File: src/rtl/rf_pkg.sv
// Shared types and helpers for the dual-write register file with dirty-register dump channel.
package rf_pkg;

  localparam int RF_WIDTH_DEF  = 8;
  localparam int RF_ADDR_W_DEF = 2;

  typedef enum logic {
    RF_IDLE = 1'b0,
    RF_SCAN = 1'b1
  } rf_state_e;

  typedef enum logic [1:0] {
    RF_SRC_ARRAY = 2'd0,
    RF_SRC_WP0   = 2'd1,
    RF_SRC_WP1   = 2'd2,
    RF_SRC_ZERO  = 2'd3
  } rf_src_e;

  // Hardwired zero beats any bypass; port 1 beats port 0.
  function automatic rf_src_e rf_read_src(input logic bypass, input logic zero_reg,
                                          input logic is_zero, input logic hit0,
                                          input logic hit1);
    if (zero_reg && is_zero) return RF_SRC_ZERO;
    if (bypass && hit1)      return RF_SRC_WP1;
    if (bypass && hit0)      return RF_SRC_WP0;
    return RF_SRC_ARRAY;
  endfunction

endpackage

File: src/rtl/rf_dump_ctrl.sv
// Dump sweep controller: walks every address once, presenting a beat for each dirty register.
//
// state   | meaning
// RF_IDLE | no sweep; pointer parked at 0, waiting for dump_start
// RF_SCAN | sweep running; beat offered when dirty[ptr], else pointer steps on
module rf_dump_ctrl
  import rf_pkg::*;
#(
  parameter int ADDR_W = RF_ADDR_W_DEF
) (
  input  logic                   clk,
  input  logic                   reset,
  input  logic                   dump_start,
  input  logic                   dump_ready,
  input  logic [2**ADDR_W-1:0]   dirty,
  output logic                   dump_busy,
  output logic                   dump_valid,
  output logic                   dump_done,
  output logic [ADDR_W-1:0]      dump_addr,
  output logic                   dirty_clr
);

  localparam int DEPTH = 2**ADDR_W;
  localparam logic [ADDR_W-1:0] LAST = ADDR_W'(DEPTH - 1);

  rf_state_e         state_q, state_d;
  logic [ADDR_W-1:0] ptr_q, ptr_d;
  logic              done_q, done_d;
  logic              valid;

  always_ff @(posedge clk) begin
    if (reset) begin
      state_q <= RF_IDLE;
      ptr_q   <= '0;
      done_q  <= 1'b0;
    end else begin
      state_q <= state_d;
      ptr_q   <= ptr_d;
      done_q  <= done_d;
    end
  end

  always_comb begin
    state_d = state_q;
    ptr_d   = ptr_q;
    done_d  = 1'b0;
    valid   = 1'b0;
    case (state_q)
      RF_IDLE: begin
        if (dump_start) begin
          state_d = RF_SCAN;
          ptr_d   = '0;
        end
      end
      RF_SCAN: begin
        valid = dirty[ptr_q];
        // Clean entries cost one cycle each; dirty ones wait for the consumer.
        if (!valid || dump_ready) begin
          if (ptr_q == LAST) begin
            state_d = RF_IDLE;
            ptr_d   = '0;
            done_d  = 1'b1;
          end else begin
            ptr_d = ptr_q + 1'b1;
          end
        end
      end
      default: state_d = RF_IDLE;
    endcase
  end

  assign dump_busy  = (state_q == RF_SCAN);
  assign dump_valid = valid;
  assign dump_done  = done_q;
  assign dump_addr  = ptr_q;
  assign dirty_clr  = valid && dump_ready;

endmodule

File: src/rtl/register_file_v2.sv
// Dual-write register file with combinational read/bypass muxes, dirty tracking
// and a valid/ready dump of dirty registers in address order.
module register_file_v2
  import rf_pkg::*;
#(
  parameter int WIDTH    = RF_WIDTH_DEF,
  parameter int ADDR_W   = RF_ADDR_W_DEF,
  parameter int BYPASS   = 1,
  parameter int ZERO_REG = 0
) (
  input  logic                   clk,
  input  logic                   reset,
  input  logic                   en,
  input  logic                   we0,
  input  logic [ADDR_W-1:0]      waddr0,
  input  logic [WIDTH-1:0]       wdata0,
  input  logic                   we1,
  input  logic [ADDR_W-1:0]      waddr1,
  input  logic [WIDTH-1:0]       wdata1,
  input  logic [ADDR_W-1:0]      out1_sel,
  input  logic [ADDR_W-1:0]      out2_sel,
  output logic [WIDTH-1:0]       out1,
  output logic [WIDTH-1:0]       out2,
  output logic [2**ADDR_W-1:0]   dirty,
  input  logic                   dump_start,
  output logic                   dump_busy,
  output logic                   dump_valid,
  input  logic                   dump_ready,
  output logic [ADDR_W-1:0]      dump_addr,
  output logic [WIDTH-1:0]       dump_data,
  output logic                   dump_done
);

  localparam int DEPTH = 2**ADDR_W;

  logic [WIDTH-1:0] mem_q [DEPTH];
  logic [WIDTH-1:0] mem_d [DEPTH];
  logic [DEPTH-1:0] dirty_q, dirty_d;
  logic             wr0, wr1;
  logic             dirty_clr;

  // Writes to a hardwired zero register are dropped entirely, including dirty marking.
  assign wr0 = en && we0 && !((ZERO_REG != 0) && (waddr0 == '0));
  assign wr1 = en && we1 && !((ZERO_REG != 0) && (waddr1 == '0));

  function automatic logic [WIDTH-1:0] read_mux(input logic [ADDR_W-1:0] sel);
    rf_src_e src;
    src = rf_read_src(BYPASS != 0, ZERO_REG != 0, sel == '0,
                      wr0 && (waddr0 == sel), wr1 && (waddr1 == sel));
    case (src)
      RF_SRC_ZERO: read_mux = '0;
      RF_SRC_WP1:  read_mux = wdata1;
      RF_SRC_WP0:  read_mux = wdata0;
      default:     read_mux = mem_q[sel];
    endcase
  endfunction

  rf_dump_ctrl #(.ADDR_W(ADDR_W)) u_dump_ctrl (
    .clk        (clk),
    .reset      (reset),
    .dump_start (dump_start),
    .dump_ready (dump_ready),
    .dirty      (dirty_q),
    .dump_busy  (dump_busy),
    .dump_valid (dump_valid),
    .dump_done  (dump_done),
    .dump_addr  (dump_addr),
    .dirty_clr  (dirty_clr)
  );

  always_ff @(posedge clk) begin
    if (reset) begin
      for (int i = 0; i < DEPTH; i++) mem_q[i] <= '0;
      dirty_q <= '0;
    end else begin
      for (int i = 0; i < DEPTH; i++) mem_q[i] <= mem_d[i];
      dirty_q <= dirty_d;
    end
  end

  // Clear from an accepted beat is applied first so a same-cycle write keeps the entry dirty.
  always_comb begin
    for (int i = 0; i < DEPTH; i++) mem_d[i] = mem_q[i];
    dirty_d = dirty_q;
    if (dirty_clr) dirty_d[dump_addr] = 1'b0;
    if (wr0) begin
      mem_d[waddr0]   = wdata0;
      dirty_d[waddr0] = 1'b1;
    end
    if (wr1) begin
      mem_d[waddr1]   = wdata1;
      dirty_d[waddr1] = 1'b1;
    end
  end

  assign out1      = read_mux(out1_sel);
  assign out2      = read_mux(out2_sel);
  assign dump_data = read_mux(dump_addr);
  assign dirty     = dirty_q;

endmodule

File: config.mk
export PLATFORM = sky130hd
export DESIGN_NAME = register_file_v2
export DESIGN_NICKNAME = d
export VERILOG_FILES = /design/src/rtl/rf_pkg.sv /design/src/rtl/rf_dump_ctrl.sv /design/src/rtl/register_file_v2.sv
export SDC_FILE = /design/constraint.sdc
export NUM_CORES = 1
export LEC_CHECK = 0
export BUFFER_PORTS_ARGS = -buffer_cell sky130_fd_sc_hd__buf_4
export CORE_UTILIZATION = 50
export DETAILED_ROUTE_END_ITERATION = 10
export PLACE_DENSITY = 0.74
export RECOVER_POWER = 25
export SYNTH_ARGS = -nofsm -noshare
export SYNTH_HDL_FRONTEND = slang
export SYNTH_SLANG_ARGS = --single-unit
File: constraint.sdc
create_clock -name clk -period 2.2 [get_ports clk]
set_input_delay 0.44 -clock clk [delete_from_list [all_inputs] [get_ports clk]]
set_output_delay 0.44 -clock clk [all_outputs]
set_load 0.01 [all_outputs]
==> results of run 1 <==
## where the power goes
part / total, µW / internal, µW / switching [µW]
Combinational: 535 / 270 / 266
Sequential: 841 / 800 / 40.7
Clock: 621 / 339 / 282
## layout make-up
class                      instances  share of cell area (%)
clock buffer                       6                    1.85
clock inverter                     2                   0.957
inverter                           2                   0.191
multi-input combinational        253                    55.4
sequential                        42                    21.5
tap                               75                    2.39
timing repair buffer              90                    17.7
## cells by family (layout without fill, tap and decap cells)
group,Yosys count,in the layout,synth area share [%]
simple gates,88,88,13.9
mux,82,82,35.9
flops,42,42,26.6
buf+inv,30,100,4.76
compound gates,67,67,13.9
xor+xnor,12,12,3.33
fa+ha+maj,4,4,1.59
## sequential cells by signal, indices dropped and copies added (netlist names), named ones only
signal	count
u_dump_ctrl.dump_addr	2
u_dump_ctrl.dump_done	1
u_dump_ctrl.dump_busy	1
mem_q	32
dirty	4
## Yosys cell counts, drive strengths merged
| library cell | count | area share (%) |
|---|---|---|
| a211oi | 32 | 7.6 |
| dfxtp | 42 | 27 |
| a311oi | 1 | 0.28 |
| clkbuf | 9 | 1.1 |
| a41oi | 1 | 0.28 |
| o21bai | 1 | 0.24 |
| or2b | 1 | 0.24 |
| buf | 19 | 3.4 |
| or3 | 1 | 0.20 |
| nor3 | 9 | 2.5 |
| nand4b | 4 | 1.1 |
| a21bo | 2 | 0.63 |
| nand2 | 27 | 3.3 |
| nor2 | 36 | 4.3 |
| a31oi | 2 | 0.40 |
| and3 | 1 | 0.36 |
| xor2 | 12 | 3.3 |
| o21ai | 26 | 4.1 |
| nor3b | 2 | 0.48 |
| nand3 | 3 | 0.48 |
| mux4 | 25 | 18 |
| mux2i | 57 | 18 |
| a21oi | 2 | 0.32 |
| and2 | 1 | 0.24 |
| inv | 2 | 0.24 |
| and3b | 1 | 0.32 |
| ha | 4 | 1.6 |
| nand4 | 2 | 0.40 |
## through the flow
| step | utilization (%) | hold WS [ns] | power, µW | instance area, µm² | setup slack, ns |
|---|---|---|---|---|---|
| detailed placement | 63.4 | 0.550 | 1380 | 3800 | 0.0424 |
| global placement | 63.4 | 0.540 | 1370 | 3800 | 0.120 |
| global route | 65.5 | 0.474 | 2080 | 3920 | 0.00337 |
| CTS | 65.3 | 0.467 | 1990 | 3910 | 0.0162 |
| floorplan | - | 0.540 | 1150 | 3160 | 0.163 |
| finish | 65.5 | 0.469 | 2000 | 3920 | 0.0838 |
## final timing paths
kind                                          startpoint           end  slack, ns  depth (start not counted)
worst min-delay path                           wdata1[1]   mem_q[1][1]       0.47                          3
worst min register to register                  dirty[2]      dirty[2]       0.57                          2
worst max-delay path                                flop  dump_data[5]       0.08                          5
worst max register to register  u_dump_ctrl.dump_addr[0]      dirty[3]       0.60                          4
## critical path: stages, from the launching register on
cell,delay (ns)
sky130_fd_sc_hd__dfxtp_2,0.35
sky130_fd_sc_hd__buf_12,0.14
sky130_fd_sc_hd__mux4_2,0.50
sky130_fd_sc_hd__mux2i_1,0.14
sky130_fd_sc_hd__o21ai_1,0.09
sky130_fd_sc_hd__buf_4,0.16
## timing repair
| item | 4_1_cts | 5_1_grt |
|---|---|---|
| hold endpoints to repair | 0 | 0 |
| resized for setup | 1 | 9 |
| setup endpoints to repair | 2 | 15 |
## metal layers
layer  vias to the layer above  share of wire [%]  global-route usage [%]
met4                         0                3.5                    12.3
met1                      1411                 42                    38.2
met5                         -                  0                       0
met3                        32                7.6                    5.67
met2                       121                 47                    45.8
li1                       1363                  -                       -
==> impl_metrics.csv, run 1 <==
group,metric,value,unit
cells_and_area,layout.nets,429,
setup_path,endpoint_kind,"output pin",
drt,drt.antenna.violating_nets,0,
drt,detail_route.drc_violations,0,
pwr,power_density,509,mW/mm²
drt,detail_route.wl_per_cell,19.1,µm
clock_tree,path_clk_slew,0.09,ns
setup_path,required_time_at_the_endpoint_of_the_critical_path,1.76,ns
pwr,vdd_ir_drop_max,0.406,mV
cells_and_area,multiInputGateArea,0.00217,mm²
sta,tns,0,ns
cells_and_area,finalNonFillerCells,470,
global_route,grt_remaining_overflow,0,
placement,place.detailed.hpwl,6.28,mm
sta,period_needed,2.12,ns
clock_tree,deepest_level_of_the_cts_h_tree,2,
sta,slew_viol_final,0,
yosys,yosysSeqAreaShare,26.6,%
sta,tightest_slew,0.835,ns
drt,vias_per_cell,6.23,
global_route,grt_max_degree,41,
clock_tree,cts.path.max_buffers,2,
global_route,grt.total_usage,28.9,%
run_status,outcome,"finished, final reports clean",
placement,io_buffers,63,
sta,final-setup-viol-count,0,
sta,fmax,0.473,GHz
placement,cell_total_after_placement,462,
job,cap_viol_max_count,0,
cells_and_area,final_layout_size_suffix_gt1_share,33.2,%
global_route,grt_first_pass_wirelength,14.1,mm
global_route,grt_pass1_vias,2821,
sta,final_hold_viol_count,0,
global_route,grt_antenna_before_repair,0,
pwr,leakagePower,0.00162,µW
clock_tree,holdBufCountCts,0,
cells_and_area,most-common-layout-cells,"sky130_fd_sc_hd__buf_4 (84), sky130_fd_sc_hd__mux2i_1 (57), sky130_fd_sc_hd__dfxtp_1 (39)",
drt,drt_first_pass_iters,4,
yosys,syn_area_per_cell,9.71,µm²
drt,drtIter0Drc,293,
clock_tree,clk_latency,0.29,ns
sta,timing.slew.headroom,44.3,%
clock_tree,cts.sinks,42,
yosys,syn_nets,360,
yosys,yosys_register_bits,42,
yosys,count_of_mapped_cells_out_of_synthesis,325,
drt,routed_wl,8.96,mm
cells_and_area,sequential_cell_area,845,µm²
placement,final_gp_congestion,0.836,
clock_tree,cts.repair_timing.setup_buffer_count,0,
sta,rsz_0062_raised_after_global_routing,"false",
clock_tree,root_buffer,"sky130_fd_sc_hd__clkbuf_8",
drt,route.vias.total,2927,
clock_tree,cts_buffers,5,
floorplanning,coreArea,0.00599,mm²
cells_and_area,n_antenna_cell,0,
setup_path,crit_path_start_kind,"flop",
yosys,post_synth_instance_area,0.00316,mm²
setup_path,worst-setup-path-type,"flop to output pin",
setup_path,crit_fanout,8,
yosys,yosysWarningCount,0,
floorplanning,initial_core_util,52.7,%
yosys,synth.lib_cells_used.distinct,34,
floorplanning,die_y,81.4,µm
floorplanning,die_width,81.4,µm
cells_and_area,synthToLayoutAreaGrowth,24.3,%
floorplanning,floorplan.die_area,0.00663,mm²
setup_path,cp_data_arrival_time,1.68,ns
clock_tree,cts_tree,"done",
cells_and_area,filler_cell_count_in_the_final_layout,486,
floorplanning,floorplan.io_pins,64,
sta,finalClockSkew,0.00262,ns
floorplanning,num_rows,28,
cells_and_area,leading_cell_type_in_the_layout_fill_and_taps_excluded,"sky130_fd_sc_hd__buf_4",
worst_hold_path,min-delay-path-class,"primary input to flop",
sta,timing.final.crit_share,96.2,%
Note: power is estimated with default switching activity, not from simulation.
==> run 2: changes to the inputs <==
--- a/config.mk
+++ b/config.mk
@@ -9,7 +9,6 @@
 export CORE_UTILIZATION = 50
 export DETAILED_ROUTE_END_ITERATION = 10
 export PLACE_DENSITY = 0.74
-export RECOVER_POWER = 25
 export SYNTH_ARGS = -nofsm -noshare
 export SYNTH_HDL_FRONTEND = slang
 export SYNTH_SLANG_ARGS = --single-unit
==> impl_metrics.csv, run 2 (same netlist as run 1, synthesis figures left out) <==
group,metric,value,unit
sta,finalClockSkew,0.00202,ns
setup_path,critical_path.reg2reg.startpoint,"u_dump_ctrl.dump_addr[0]",
clock_tree,cts.path.max_buffers,2,
global_route,grt_remaining_overflow,0,
drt,vias_per_cell,6.23,
global_route,grt_max_degree,41,
sta,period_needed,2.12,ns
drt,routed_wl,9.05,mm
clock_tree,clk_latency,0.29,ns
sta,timing.hold.ws,0.468,ns
floorplanning,floorplan.die_area,0.00663,mm²
floorplanning,die_width,81.4,µm
sta,timing.final.crit_share,96.3,%
cells_and_area,most-common-layout-cells,"sky130_fd_sc_hd__buf_4 (87), sky130_fd_sc_hd__mux2i_1 (57), sky130_fd_sc_hd__dfxtp_1 (39)",
worst_hold_path,timing.hold.worst.start,"wdata1[1]",
cells_and_area,leading_cell_type_in_the_layout_fill_and_taps_excluded,"sky130_fd_sc_hd__buf_4",
floorplanning,floorplan.io_pins,64,
global_route,grt_first_pass_wirelength,14.1,mm
pwr,leakagePower,0.00163,µW
cells_and_area,synthToLayoutAreaGrowth,24.7,%
placement,io_buffers,63,
sta,final_hold_viol_count,0,
run_status,outcome,"finished, final reports clean",
sta,final-setup-viol-count,0,
clock_tree,holdBufCountCts,0,
setup_path,crit_path_start_kind,"flop",
placement,place_worst_setup_slack,0.0424,ns
job,cap_viol_max_count,0,
sta,tns,0,ns
sta,tightest_slew,0.615,ns
global_route,grt_antenna_before_repair,0,
setup_path,endpoint_kind,"output pin",
placement,place.detailed.hpwl,6.28,mm
cells_and_area,filler_cell_count_in_the_final_layout,482,
cells_and_area,largest_register_ff_count,32,
clock_tree,cts_buffers,5,
sta,setup_ws_post_layout,0.0808,ns
cells_and_area,n_antenna_cell,0,
sta,timing.slew.headroom,59.0,%
placement,final_gp_congestion,0.836,
sta,slew_viol_final,0,
drt,drtIter0Drc,305,
drt,drt.antenna.violating_nets,0,
floorplanning,initial_core_util,52.7,%
setup_path,worst-setup-path-type,"flop to output pin",
setup_path,cp_data_arrival_time,1.68,ns
cells_and_area,layout.nets,429,
cells_and_area,final_layout_size_suffix_gt1_share,33.9,%
drt,detail_route.wl_per_cell,19.3,µm
clock_tree,cts_tree,"done",
setup_path,crit_fanout,8,
global_route,grt_pass1_vias,2821,
sta,rsz_0062_raised_after_global_routing,"false",
floorplanning,num_rows,28,
floorplanning,die_y,81.4,µm
drt,route.vias.total,2928,
worst_hold_path,min-delay-path-class,"primary input to flop",
global_route,grt.total_usage,28.9,%
sta,fmax,0.472,GHz
cells_and_area,top_register_by_number_of_flip_flops,"mem_q",
clock_tree,path_clk_slew,0.09,ns
clock_tree,root_buffer,"sky130_fd_sc_hd__clkbuf_8",
pwr,vdd_ir_drop_max,0.406,mV
pwr,power_density,509,mW/mm²
floorplanning,coreArea,0.00599,mm²
setup_path,required_time_at_the_endpoint_of_the_critical_path,1.76,ns
clock_tree,deepest_level_of_the_cts_h_tree,2,
drt,detail_route.drc_violations,0,
clock_tree,cts.sinks,42,
drt,drt_first_pass_iters,5,
run 2: cell types whose count changed in the layout (fill, tap and decap cells not counted), sizes merged:
cell,change
buf,+3
clkbuf,-3
run 2: where the power goes:
group	leakage, µW	switching, µW	internal, µW
Sequential	0.000344	41.0	800
Clock	0.0000514	285	339
Combinational	0.00123	266	270
Total	0.00163	592	1410
run 2: path summary, 6_finish.rpt:
| kind | endpoint | slack, ns | cells after the start |
|---|---|---|---|
| max reg2reg | dirty[3] | 0.60 | 4 |
| max | dump_data[5] | 0.08 | 5 |
| min reg2reg | dirty[2] | 0.57 | 2 |
| min | mem_q[1][1] | 0.47 | 3 |
run 2: critical path, cell delays in order (launching register included):
cell and delay [ns]:
sky130_fd_sc_hd__dfxtp_2 0.35, sky130_fd_sc_hd__buf_12 0.14, sky130_fd_sc_hd__mux4_2 0.50, sky130_fd_sc_hd__mux2i_1 0.14, sky130_fd_sc_hd__o21ai_1 0.09, sky130_fd_sc_hd__buf_4 0.16
run 2: area by class of cell:
cell class	instances	area [µm²]	area share [%]
clock inverter	2	37.5	0.954
timing repair buffer	90	704	17.9
clock buffer	6	72.6	1.84
sequential	42	845	21.5
inverter	2	7.51	0.191
tap	75	93.8	2.38
multi-input combinational	253	2170	55.3
run 2: stage by stage:
step           utilization (%)  instance area (µm²)  total power [µW]  cells
6_report                  65.7                 3940              2000    470
3_3_place_gp              63.4                 3800              1370    462
3_5_place_dp              63.4                 3800              1380    462
4_1_cts                   65.3                 3910              1990    470
2_1_floorplan                -                 3160              1150    325
5_1_grt                   65.7                 3940              2080    470
run 2: layer usage:
metal / routed length, µm / share of wire (%) / vias up / track usage (%)
li1: - / - / 1364 / -
met2: 4390 / 48 / 122 / 45.8
met1: 3850 / 43 / 1417 / 38.2
met4: 216 / 2.4 / 0 / 12.3
met3: 595 / 6.6 / 25 / 5.67
met5: 0 / 0 / - / 0
run 2: what timing repair did:
| action | CTS | global route |
|---|---|---|
| setup endpoints to repair | 2 | 15 |
| buffers inserted | 0 | 0 |
| resized for setup | 1 | 9 |
